## src/rtl/riscv_pkg.sv

```systemverilog
// Shared types for the riscv hart pipeline control: forward selects, shadow-stage metadata, memory FSM.
package riscv_pkg;

    localparam int unsigned RV_XLEN = 32;
    localparam int unsigned RV_REGN = 32;
    localparam int unsigned RV_REGA = $clog2(RV_REGN);

    typedef logic [RV_XLEN-1:0] xword_t;
    typedef logic [RV_REGA-1:0] regaddr_t;

    // Operand source select; encoding is what the EX operand muxes decode.
    typedef enum logic [1:0] {
        FWD_RF = 2'b00,
        FWD_EX = 2'b01,
        FWD_MA = 2'b10,
        FWD_WB = 2'b11
    } fwd_sel_e;

    // Destination-register metadata of one in-flight instruction.
    typedef struct packed {
        logic     valid;
        regaddr_t rd;
        logic     wen;
        logic     load;
        logic     mem;
    } pipe_meta_t;

    typedef enum logic [1:0] {
        IDLE  = 2'b00,
        WAIT  = 2'b01,
        FAULT = 2'b10
    } memfsm_e;

    // A source read depends on a stage when that stage writes the same non-x0 register.
    function automatic logic stage_hit(input logic use_src, input regaddr_t src, input pipe_meta_t m);
        return use_src & (src != '0) & m.valid & m.wen & (m.rd == src);
    endfunction

endpackage

```

## src/rtl/riscv_hazard_cmp.sv

```systemverilog
// One source operand compared against the EX/MA/WB shadow stages.
module riscv_hazard_cmp
    import riscv_pkg::*;
(
    input  logic       i_use,
    input  regaddr_t   i_src,
    input  pipe_meta_t i_ex,
    input  pipe_meta_t i_ma,
    input  pipe_meta_t i_wb,
    output fwd_sel_e   o_fwd_sel_c,
    output logic       o_match_c,
    output logic       o_load_use_c
);

    logic w_ex_hit;
    logic w_ma_hit;
    logic w_wb_hit;
    logic w_unused;

    // Youngest producer wins: EX over MA over WB.
    always_comb begin
        w_ex_hit     = stage_hit(i_use, i_src, i_ex);
        w_ma_hit     = stage_hit(i_use, i_src, i_ma);
        w_wb_hit     = stage_hit(i_use, i_src, i_wb);
        o_fwd_sel_c  = FWD_RF;
        if (w_ex_hit) begin
            o_fwd_sel_c = FWD_EX;
        end else if (w_ma_hit) begin
            o_fwd_sel_c = FWD_MA;
        end else if (w_wb_hit) begin
            o_fwd_sel_c = FWD_WB;
        end
        o_match_c    = w_ex_hit | w_ma_hit | w_wb_hit;
        o_load_use_c = w_ex_hit & i_ex.load;
    end

    // Metadata fields this comparator has no use for.
    assign w_unused = &{1'b0, i_ex.mem, i_ma.load, i_ma.mem, i_wb.load, i_wb.mem};

endmodule

```

## src/rtl/riscv_pipe_ctrl.sv

```systemverilog
// Pipeline control for the 5-stage hart: hazard stalls, bubbles, branch flush, forwarding, memory hold.
module riscv_pipe_ctrl
    import riscv_pkg::*;
#(
    parameter int unsigned XLEN        = 32,
    parameter int unsigned REGN        = 32,
    parameter bit          FORWARD     = 1'b1,
    parameter int unsigned MEMWAIT_MAX = 15
) (
    input  logic                    clk,
    input  logic                    rst,
    input  logic                    id_valid,
    input  logic [$clog2(REGN)-1:0] id_rs1,
    input  logic [$clog2(REGN)-1:0] id_rs2,
    input  logic                    id_use_rs1,
    input  logic                    id_use_rs2,
    input  logic [$clog2(REGN)-1:0] id_rd,
    input  logic                    id_wen,
    input  logic                    id_load,
    input  logic                    id_mem,
    input  logic                    branch_taken,
    input  logic                    mem_ready,
    output logic                    stall,
    output logic                    bubble_ex,
    output logic                    flush_id,
    output logic [1:0]              fwd_a,
    output logic [1:0]              fwd_b,
    output logic                    mem_wait,
    output logic                    mem_fault
);

    localparam int unsigned CNT_W = $clog2(MEMWAIT_MAX + 1);

    // Shadow metadata is sized by the package, so the hart must match it.
    if (XLEN != RV_XLEN || REGN != RV_REGN || MEMWAIT_MAX < 1) begin : g_param_check
        $fatal(1, "riscv_pipe_ctrl: unsupported XLEN/REGN/MEMWAIT_MAX");
    end

    pipe_meta_t       r_ex;
    pipe_meta_t       r_ma;
    pipe_meta_t       r_wb;
    pipe_meta_t       w_ma_eff;
    pipe_meta_t       w_ex_in;
    memfsm_e          r_state;
    memfsm_e          w_state_nxt;
    logic [CNT_W-1:0] r_cnt;
    logic [CNT_W-1:0] w_cnt_nxt;
    logic             r_out_en;
    logic             w_hold;
    logic             w_hazard;
    logic             w_flush;
    logic             w_stall;
    logic             w_bubble;
    fwd_sel_e         w_fwd_a;
    fwd_sel_e         w_fwd_b;
    fwd_sel_e         w_fwd_a_out;
    fwd_sel_e         w_fwd_b_out;
    logic             w_match_a;
    logic             w_match_b;
    logic             w_lu_a;
    logic             w_lu_b;

    // Outputs stay quiet for the first cycle after reset release.
    always_ff @(posedge clk or negedge rst) begin
        if (!rst) begin
            r_out_en <= 1'b0;
        end else begin
            r_out_en <= 1'b1;
        end
    end

    // A faulted access is dropped from MA so it neither holds nor forwards.
    always_comb begin
        w_ma_eff = r_ma;
        if (r_state == FAULT) begin
            w_ma_eff.valid = 1'b0;
        end
    end

    assign w_hold = r_out_en & w_ma_eff.valid & w_ma_eff.mem & ~mem_ready;

    riscv_hazard_cmp u_cmp_rs1 (
        .i_use        (id_use_rs1),
        .i_src        (RV_REGA'(id_rs1)),
        .i_ex         (r_ex),
        .i_ma         (w_ma_eff),
        .i_wb         (r_wb),
        .o_fwd_sel_c  (w_fwd_a),
        .o_match_c    (w_match_a),
        .o_load_use_c (w_lu_a)
    );

    riscv_hazard_cmp u_cmp_rs2 (
        .i_use        (id_use_rs2),
        .i_src        (RV_REGA'(id_rs2)),
        .i_ex         (r_ex),
        .i_ma         (w_ma_eff),
        .i_wb         (r_wb),
        .o_fwd_sel_c  (w_fwd_b),
        .o_match_c    (w_match_b),
        .o_load_use_c (w_lu_b)
    );

    // Hazard detection and the stall/bubble/flush combine; a taken branch overrides a hazard stall.
    always_comb begin
        w_hazard = 1'b0;
        if (FORWARD) begin
            w_hazard = w_lu_a | w_lu_b;
        end else begin
            w_hazard = w_match_a | w_match_b;
        end
        w_hazard = w_hazard & r_out_en;
        w_flush  = r_out_en & branch_taken & ~w_hold;
        w_stall  = w_hold | (w_hazard & ~w_flush);
        w_bubble = ~w_hold & (w_hazard | w_flush);
    end

    // Forward selects only matter when the instruction actually issues.
    always_comb begin
        w_fwd_a_out = FWD_RF;
        w_fwd_b_out = FWD_RF;
        if (FORWARD && r_out_en && !w_hazard) begin
            w_fwd_a_out = w_fwd_a;
            w_fwd_b_out = w_fwd_b;
        end
    end

    // Next EX entry: the ID instruction, or a bubble when it is killed or held back.
    always_comb begin
        w_ex_in.valid = id_valid;
        w_ex_in.rd    = RV_REGA'(id_rd);
        w_ex_in.wen   = id_wen;
        w_ex_in.load  = id_load;
        w_ex_in.mem   = id_mem;
        if (w_flush | w_hazard) begin
            w_ex_in.valid = 1'b0;
        end
    end

    // Shadow stages advance together unless memory holds the pipe.
    always_ff @(posedge clk or negedge rst) begin
        if (!rst) begin
            r_ex <= '0;
            r_ma <= '0;
            r_wb <= '0;
        end else if (!w_hold) begin
            r_ex <= w_ex_in;
            r_ma <= r_ex;
            r_wb <= w_ma_eff;
        end
    end

    // Memory FSM state and wait counter.
    always_ff @(posedge clk or negedge rst) begin
        if (!rst) begin
            r_state <= IDLE;
            r_cnt   <= '0;
        end else begin
            r_state <= w_state_nxt;
            r_cnt   <= w_cnt_nxt;
        end
    end

    // Count held cycles; give up after MEMWAIT_MAX of them.
    always_comb begin
        w_state_nxt = r_state;
        w_cnt_nxt   = r_cnt;
        case (r_state)
            IDLE: begin
                if (w_hold) begin
                    if (MEMWAIT_MAX == 1) begin
                        w_state_nxt = FAULT;
                    end else begin
                        w_state_nxt = WAIT;
                        w_cnt_nxt   = CNT_W'(1);
                    end
                end
            end
            WAIT: begin
                if (!w_hold) begin
                    w_state_nxt = IDLE;
                    w_cnt_nxt   = '0;
                end else if ((r_cnt + CNT_W'(1)) == CNT_W'(MEMWAIT_MAX)) begin
                    w_state_nxt = FAULT;
                    w_cnt_nxt   = '0;
                end else begin
                    w_cnt_nxt   = r_cnt + CNT_W'(1);
                end
            end
            FAULT: begin
                w_state_nxt = IDLE;
                w_cnt_nxt   = '0;
            end
            default: begin
                w_state_nxt = IDLE;
                w_cnt_nxt   = '0;
            end
        endcase
    end

    assign stall     = w_stall;
    assign bubble_ex = w_bubble;
    assign flush_id  = w_flush;
    assign fwd_a     = w_fwd_a_out;
    assign fwd_b     = w_fwd_b_out;
    assign mem_wait  = w_hold;
    assign mem_fault = r_out_en & (r_state == FAULT);

endmodule

```

## config.mk

```make
export PLATFORM = sky130hd
export DESIGN_NAME = riscv_pipe_ctrl
export DESIGN_NICKNAME = d
export VERILOG_FILES = /design/src/rtl/riscv_pkg.sv /design/src/rtl/riscv_hazard_cmp.sv /design/src/rtl/riscv_pipe_ctrl.sv
export SDC_FILE = /design/constraint.sdc
export NUM_CORES = 1
export LEC_CHECK = 0
export CAP_MARGIN = 20
export CORE_MARGIN = 4
export CORE_UTILIZATION = 40
export CTS_BUF_LIST = sky130_fd_sc_hd__clkbuf_8
export DETAILED_ROUTE_END_ITERATION = 7
export PLACE_DENSITY = 0.72
export RECOVER_POWER = 50
export SLEW_MARGIN = 20
export SYNTH_ARGS = -nofsm -noshare
export SYNTH_HDL_FRONTEND = slang
export SYNTH_SLANG_ARGS = --single-unit
```

## constraint.sdc

```tcl
create_clock -name clk -period 2.7 [get_ports clk]
set_input_delay 0.675 -clock clk [delete_from_list [all_inputs] [get_ports clk]]
set_output_delay 0.675 -clock clk [all_outputs]
set_load 0.02 [all_outputs]
```

# Word level (Yosys, flattened, before mapping)

Cells that the tools add are included.

Register bits: 31
Latch bits: 0
RAM bits: 0
ROM bits: 0
Bits of input ports: 25
Output and inout bits: 9
Logic and storage cells: 88
Memories kept: 0

Add/subtract/negate cells: 1
Multipliers: 0
Divide/modulo/power cells: 0
Magnitude comparators: 0
Equality and inequality tests: 11
Shifts and indexed selects: 0
Mux-type cells: 18
Bitwise operators: 37
Reductions and logical operators: 6

Operators by type and width:

| cell                | number |
|---|---|
| $and 1x1->1         | 31 |
| $eq 5x5->1          | 6 |
| $mux 2              | 11 |
| $mux 4              | 3 |
| $reduce_bool 5->1   | 2 |
| $pmux 4 s2          | 1 |
| $add 4x1->4 const B | 1 |
| $eq 4x4->1 const B  | 1 |
| $pmux 2 s2          | 1 |
| $ne 3x3->1 const B  | 1 |
| $not 1->1           | 3 |
| $or 1x1->1          | 3 |
| $eq 2x1->1 const B  | 1 |
| $eq 2x2->1 const B  | 1 |
| $logic_not 2->1     | 1 |
| $mux 1              | 2 |
| $ne 2x2->1 const B  | 1 |
| $reduce_and 2->1    | 1 |
| $logic_and 1x1->1   | 1 |
| $logic_not 1->1     | 1 |

# Logic depth before layout (Yosys ltp)

Word-level depth: 11
Mapped depth: 8
Gate-level depth less buffers: 6

# Cells and area by module

Synthesis repeated with hierarchy kept, for this count alone.

Cells, all modules: 224
Area, all modules: 1,974.4 µm²

Modules (own cells, without submodules):

| module           | times used | cells an instance | area each (µm²) | seq. area each (µm²) |
|---|---|---|---|---|
| riscv_pipe_ctrl  | 1          | 160               | 1,488.9         | 850.8 |
| riscv_hazard_cmp | 2          | 32                | 242.7           | 0.0 |

# Least setup slack after synthesis

Ideal clock, no wire load.

Path kind: input to output
From: input port id_rs1[1]
To: output port fwd_a[0]
Arrival time: 2.185 ns
Data required time: 2.025 ns
Setup slack: -0.160 ns
Cell stages on the path: 5
Buffers on the path: 0
Path through: or4_4 o21ai_4 nor4_4 o21a_4 nor3_1

Longest elaborated chain between the ends: 11
Elaborated cells between the ends (all ways): 23
Those cells by class: eq/ne: 3; mux: 4; bitwise: 13; reduce/logical: 3

Ends and longest elaborated chain:

| what                      | RTL line               | source |
|---|---|---|
| start: declaration        | riscv_pipe_ctrl.sv:13  | `input logic [$clog2(REGN)-1:0] id_rs1,` |
| $reduce_bool 5->1         | riscv_pkg.sv:36        | `return use_src & (src != '0) & m.valid & m.wen & (m.rd == src);` |
| $and 1x1->1 (4 in series) | riscv_pkg.sv:36        |  |
| $and 1x1->1               | riscv_hazard_cmp.sv:34 | `o_load_use_c = w_ex_hit & i_ex.load;` |
| $or 1x1->1                | riscv_pipe_ctrl.sv:108 | `w_hazard = w_lu_a \| w_lu_b;` |
| $and 1x1->1               | riscv_pipe_ctrl.sv:112 | `w_hazard = w_hazard & r_out_en;` |
| $logic_not 1->1           | riscv_pipe_ctrl.sv:122 | `if (FORWARD && r_out_en && !w_hazard) begin` |
| $logic_and 1x1->1         | riscv_pipe_ctrl.sv:122 |  |
| $mux 2 (*)                | riscv_pipe_ctrl.sv:122 |  |
| end: declaration          | riscv_pipe_ctrl.sv:26  | `output logic [1:0] fwd_a,` |

Every way passes the cells marked *; elsewhere a longest branch is shown, timed or not.

# Final worst setup path

From: input port id_rs1[4]
To: output port bubble_ex

Longest elaborated chain between the ends: 10
Elaborated cells between the ends (all ways): 11
Those cells by class: eq/ne: 1; bitwise: 9; reduce/logical: 1

Ends and longest elaborated chain:

| what                      | RTL line               | source |
|---|---|---|
| $reduce_bool 5->1         | riscv_pkg.sv:36        |  |
| $and 1x1->1 (3 in series) | riscv_pkg.sv:36        |  |
| $and 1x1->1 (*)           | riscv_pkg.sv:36        |  |
| $and 1x1->1 (*)           | riscv_hazard_cmp.sv:34 |  |
| $or 1x1->1 (*)            | riscv_pipe_ctrl.sv:108 |  |
| $and 1x1->1 (*)           | riscv_pipe_ctrl.sv:112 |  |
| $or 1x1->1 (*)            | riscv_pipe_ctrl.sv:115 | `w_bubble = ~w_hold & (w_hazard \| w_flush);` |
| $and 1x1->1 (*)           | riscv_pipe_ctrl.sv:115 |  |
| end: declaration          | riscv_pipe_ctrl.sv:24  | `output logic bubble_ex,` |

Marks and branches as above.

==> impl_results.md <==
* Fmax at 0.334 GHz
* Critical Path Start Type: input port
* Endpoint kind of the worst setup timing path: primary output
* Number of buffers on the longest clock path at 2
* Switching share of power at 0.282
* Type of the worst setup path: input port to primary output
* Starting density of the core at 0.416
* Power Dens Cells at 455 mW/mm²
* Cell-internal power at 0.904 mW
* CTS HTree Levels at 2
* Number of cells after detailed placement at 319
* Mean instance size in the synthesized netlist at 9.00 µm²
* Count of clock tree sinks at 31
* Global-route wire length before repair at 7630 µm
* Number of synthesized register bits at 31
* WP data required at 2030 ps
* Number of instances in the synthesized netlist at 204
* DR DRC count at 0
* Flop pwr share at 0.448
* Warnings from Yosys at 0
* Net load switching power at 0.355 mW
* Maximum clock skew at final layout at 8.58 ps
* TritonCTS clock tree: done
* Worst-Margin Slew at 1660 ps
* Largest driver fanout on the critical path at 4
* Final Critical Period at 2990 ps
* Clock-pin transition on the worst setup and hold timing paths at 70 ps
* Peak VDD IR at 317 µV
* Max-capacitance violation count at 1
* Number of failing hold endpoints at the final stage at 0
* Clock latency reported for the late side of the worst-skew pair at 280 ps
* Area added between synthesis and finish at 50.8%
* All-Layer GR Usage at 0.180
* Top-level port count at 34
* Cell taking the most area after synthesis: dfrtp_1
* RSZ-0062 raised after global routing: true
* Detailed-placement wirelength estimate at 3380 µm
* Proportion of layout cells with a drive suffix above 1 at 0.338
* Netlist Area Pre-Place at 0.00184 mm²
* Num CTS Buffers at 5
* Final-stage net count at 310
* Core area at 0.00441 mm²
* Smallest setup slack after layout at -294 ps
* Ranking of synthesized cells by area: dfrtp_1 42%, xnor2_1 14%, nand2_1 14%
* Routed vias at 1681
* Die Outline Area at 0.00574 mm²
* Avg Vias per Cell at 5.00
* Number of placement rows at 24
* Logic gate share of total power at 0.234
* Part of the power in the clock network at 0.318
* Final cell count without fillers at 336
* Clock root cell: clkbuf_8
* Net count after synthesis at 231
* Initial detailed-routing violation count at 53
* Overall Power at 1.26 mW
* Post-detailed-routing wire length at 4850 µm
* Routed wire length per instance at 14.4 µm
* Die height at 75.8 µm
* Class of the tightest hold or removal check: register to register
* # setup viols final at 7
* Number of I/O port buffers at 33
* Count of pins over their slew limit at 32
* Routed Antenna Nets at 0
* Critical path data arrival time at 2320 ps
* 1st-pass router iterations at 4
* Post-synth top area share at 0.422
* Number of distinct library cells after synthesis at 40
* Leakage power at 1.30 nW
* Max_slew headroom at -0.109
* Sequential cell area fraction in the yosys report at 0.422
* Fraction of the cycle the final worst path needs at 1.11
* Maximum number of pins on one net before global-route repair at 32
* Run status: finished with violations
* Chip width at 75.8 µm
* Final antenna diode count at 0
* Congestion Overflow GR at 0
* Violated checks: capacitance limit, slew limit, setup timing
* Vias in the first global route at 1624
* Number of antenna violations at the first check in global routing at 0
* RePlAce Congestion at 0.937
* Final hold slack at 460 ps
==> Yosys cell counts <==
| master | count |
|---|---|
| a21boi_0 | 2 |
| o21ai_1 | 1 |
| conb_1 | 1 |
| o21a_4 | 1 |
| nor3_1 | 5 |
| buf_2 | 2 |
| o31ai_2 | 1 |
| o21ai_2 | 1 |
| and3_1 | 1 |
| nor2_1 | 8 |
| o31ai_1 | 1 |
| xnor2_1 | 29 |
| nor2b_4 | 1 |
| or4_4 | 2 |
| a21oi_1 | 2 |
| or4_1 | 2 |
| nand2b_1 | 4 |
| a2111oi_2 | 1 |
| nor2b_1 | 2 |
| nand3b_1 | 2 |
| dfrtp_1 | 31 |
| o211a_1 | 1 |
| o21ai_4 | 1 |
| a32o_1 | 3 |
| nand4_1 | 4 |
| xor2_1 | 3 |
| nand3_1 | 6 |
| o21ai_0 | 1 |
| ha_1 | 2 |
| nor4b_2 | 1 |
| nand2_1 | 67 |
| nor4_2 | 1 |
| o21a_1 | 1 |
| inv_1 | 3 |
| a22oi_1 | 1 |
| nor4_4 | 1 |
| and3b_1 | 1 |
| or2_2 | 1 |
| a211oi_1 | 2 |
| clkbuf_1 | 4 |
==> critical path, stage by stage <==
cell and delay [ps]:
buf_8 100, or4_4 540, o21ai_4 180, nor4_4 80, buf_4 170, o21a_4 240, o211a_1 220, buf_6 130
==> cells by family (layout without fill, tap and decap cells) <==
logic type	count (synthesis)	in the layout	synth area share
other	1	1	0.00204
and+or+nand+nor	109	109	0.292
adders and majority gates	2	2	0.0136
xor gates and xnor gates	32	32	0.153
AOI/OAI and AO/OA	20	20	0.0981
DFF	31	31	0.422
buffers and inverters	9	89	0.0198
==> routing by layer <==
metal  routed length [µm]  vias to the layer above  track usage
li1                     -                      841            -
met1                 2120                      787        0.251
met2                 2330                       42        0.274
met3                  266                       11       0.0369
met4                  121                        0       0.0680
met5                    0                        -            0
==> layout make-up <==
cell class,count,area (µm²)
Fill cell,383,1640
Tap cell,52,65.1
Sequential cell,31,776
Clock buffer,7,96.3
Timing Repair Buffer,78,664
Clock inverter,1,7.51
Inverter,3,11.3
Multi-Input combinational cell,164,1150
==> power groups by stage <==
stage	registers, mW	logic, mW	clock network (mW)
2_1_floorplan	0.554	0.134	0
3_3_place_gp	0.566	0.262	0
3_5_place_dp	0.566	0.268	0
4_1_cts	0.561	0.287	0.413
5_1_grt	0.568	0.322	0.438
6_report	0.564	0.294	0.400
==> metrics by stage <==
stage	utilization	worst slack, ps	TNS, ps	instance area (µm²)
after global routing	0.628	-323	-1670	2770
final	0.628	-294	-1300	2770
after global placement	0.562	-1070	-6690	2480
after detailed placement	0.562	-1070	-6860	2480
after floorplan	-	-160	-392	1840
after CTS	0.617	-308	-1280	2720
==> state kept, by name, summed over array words and instances (netlist names) <==
register,flops
r_ex,9
r_out_en,1
r_ma,8
r_state,2
r_wb,7
r_cnt,4
==> path summary, 6_finish.rpt <==
path | startpoint | endpoint | slack (ps) | cells after the start
hold / removal | r_ex[0] | r_ex[0] | 460 | 2
setup reg to reg | r_cnt[0] | r_cnt[2] | 930 | 6
hold reg to reg | r_ex[0] | r_ex[0] | 460 | 2
min in group asynchronous | rst | r_wb[2] | 1350 | 2
max in group asynchronous | rst | r_ma[7] | 390 | 2
setup / recovery | id_rs1[4] | bubble_ex | -290 | 8
==> repair_timing <==
item,CTS,global route
buffers inserted,9,0
setup endpoints to repair,8,7
hold buffers,0,0
gates resized for setup,106,13
pin swaps,18,15
==> cells in the final DEF (no fill, tap or decap), types with 4 or more instances in the layout <==
master           Yosys  final
buf_4                0     44
buf_6                0     12
clkbuf_8             0      7
clkdlybuf4s50_1      0     11
dfrtp_1             31     31
nand2_1             67     67
nand2b_1             4      4
nand3_1              6      6
nand4_1              4      4
nor2_1               8      8
or4_4                2      4
xnor2_1             29     21
xnor2_2              0      8
Note: power is estimated with default switching activity, not from simulation.
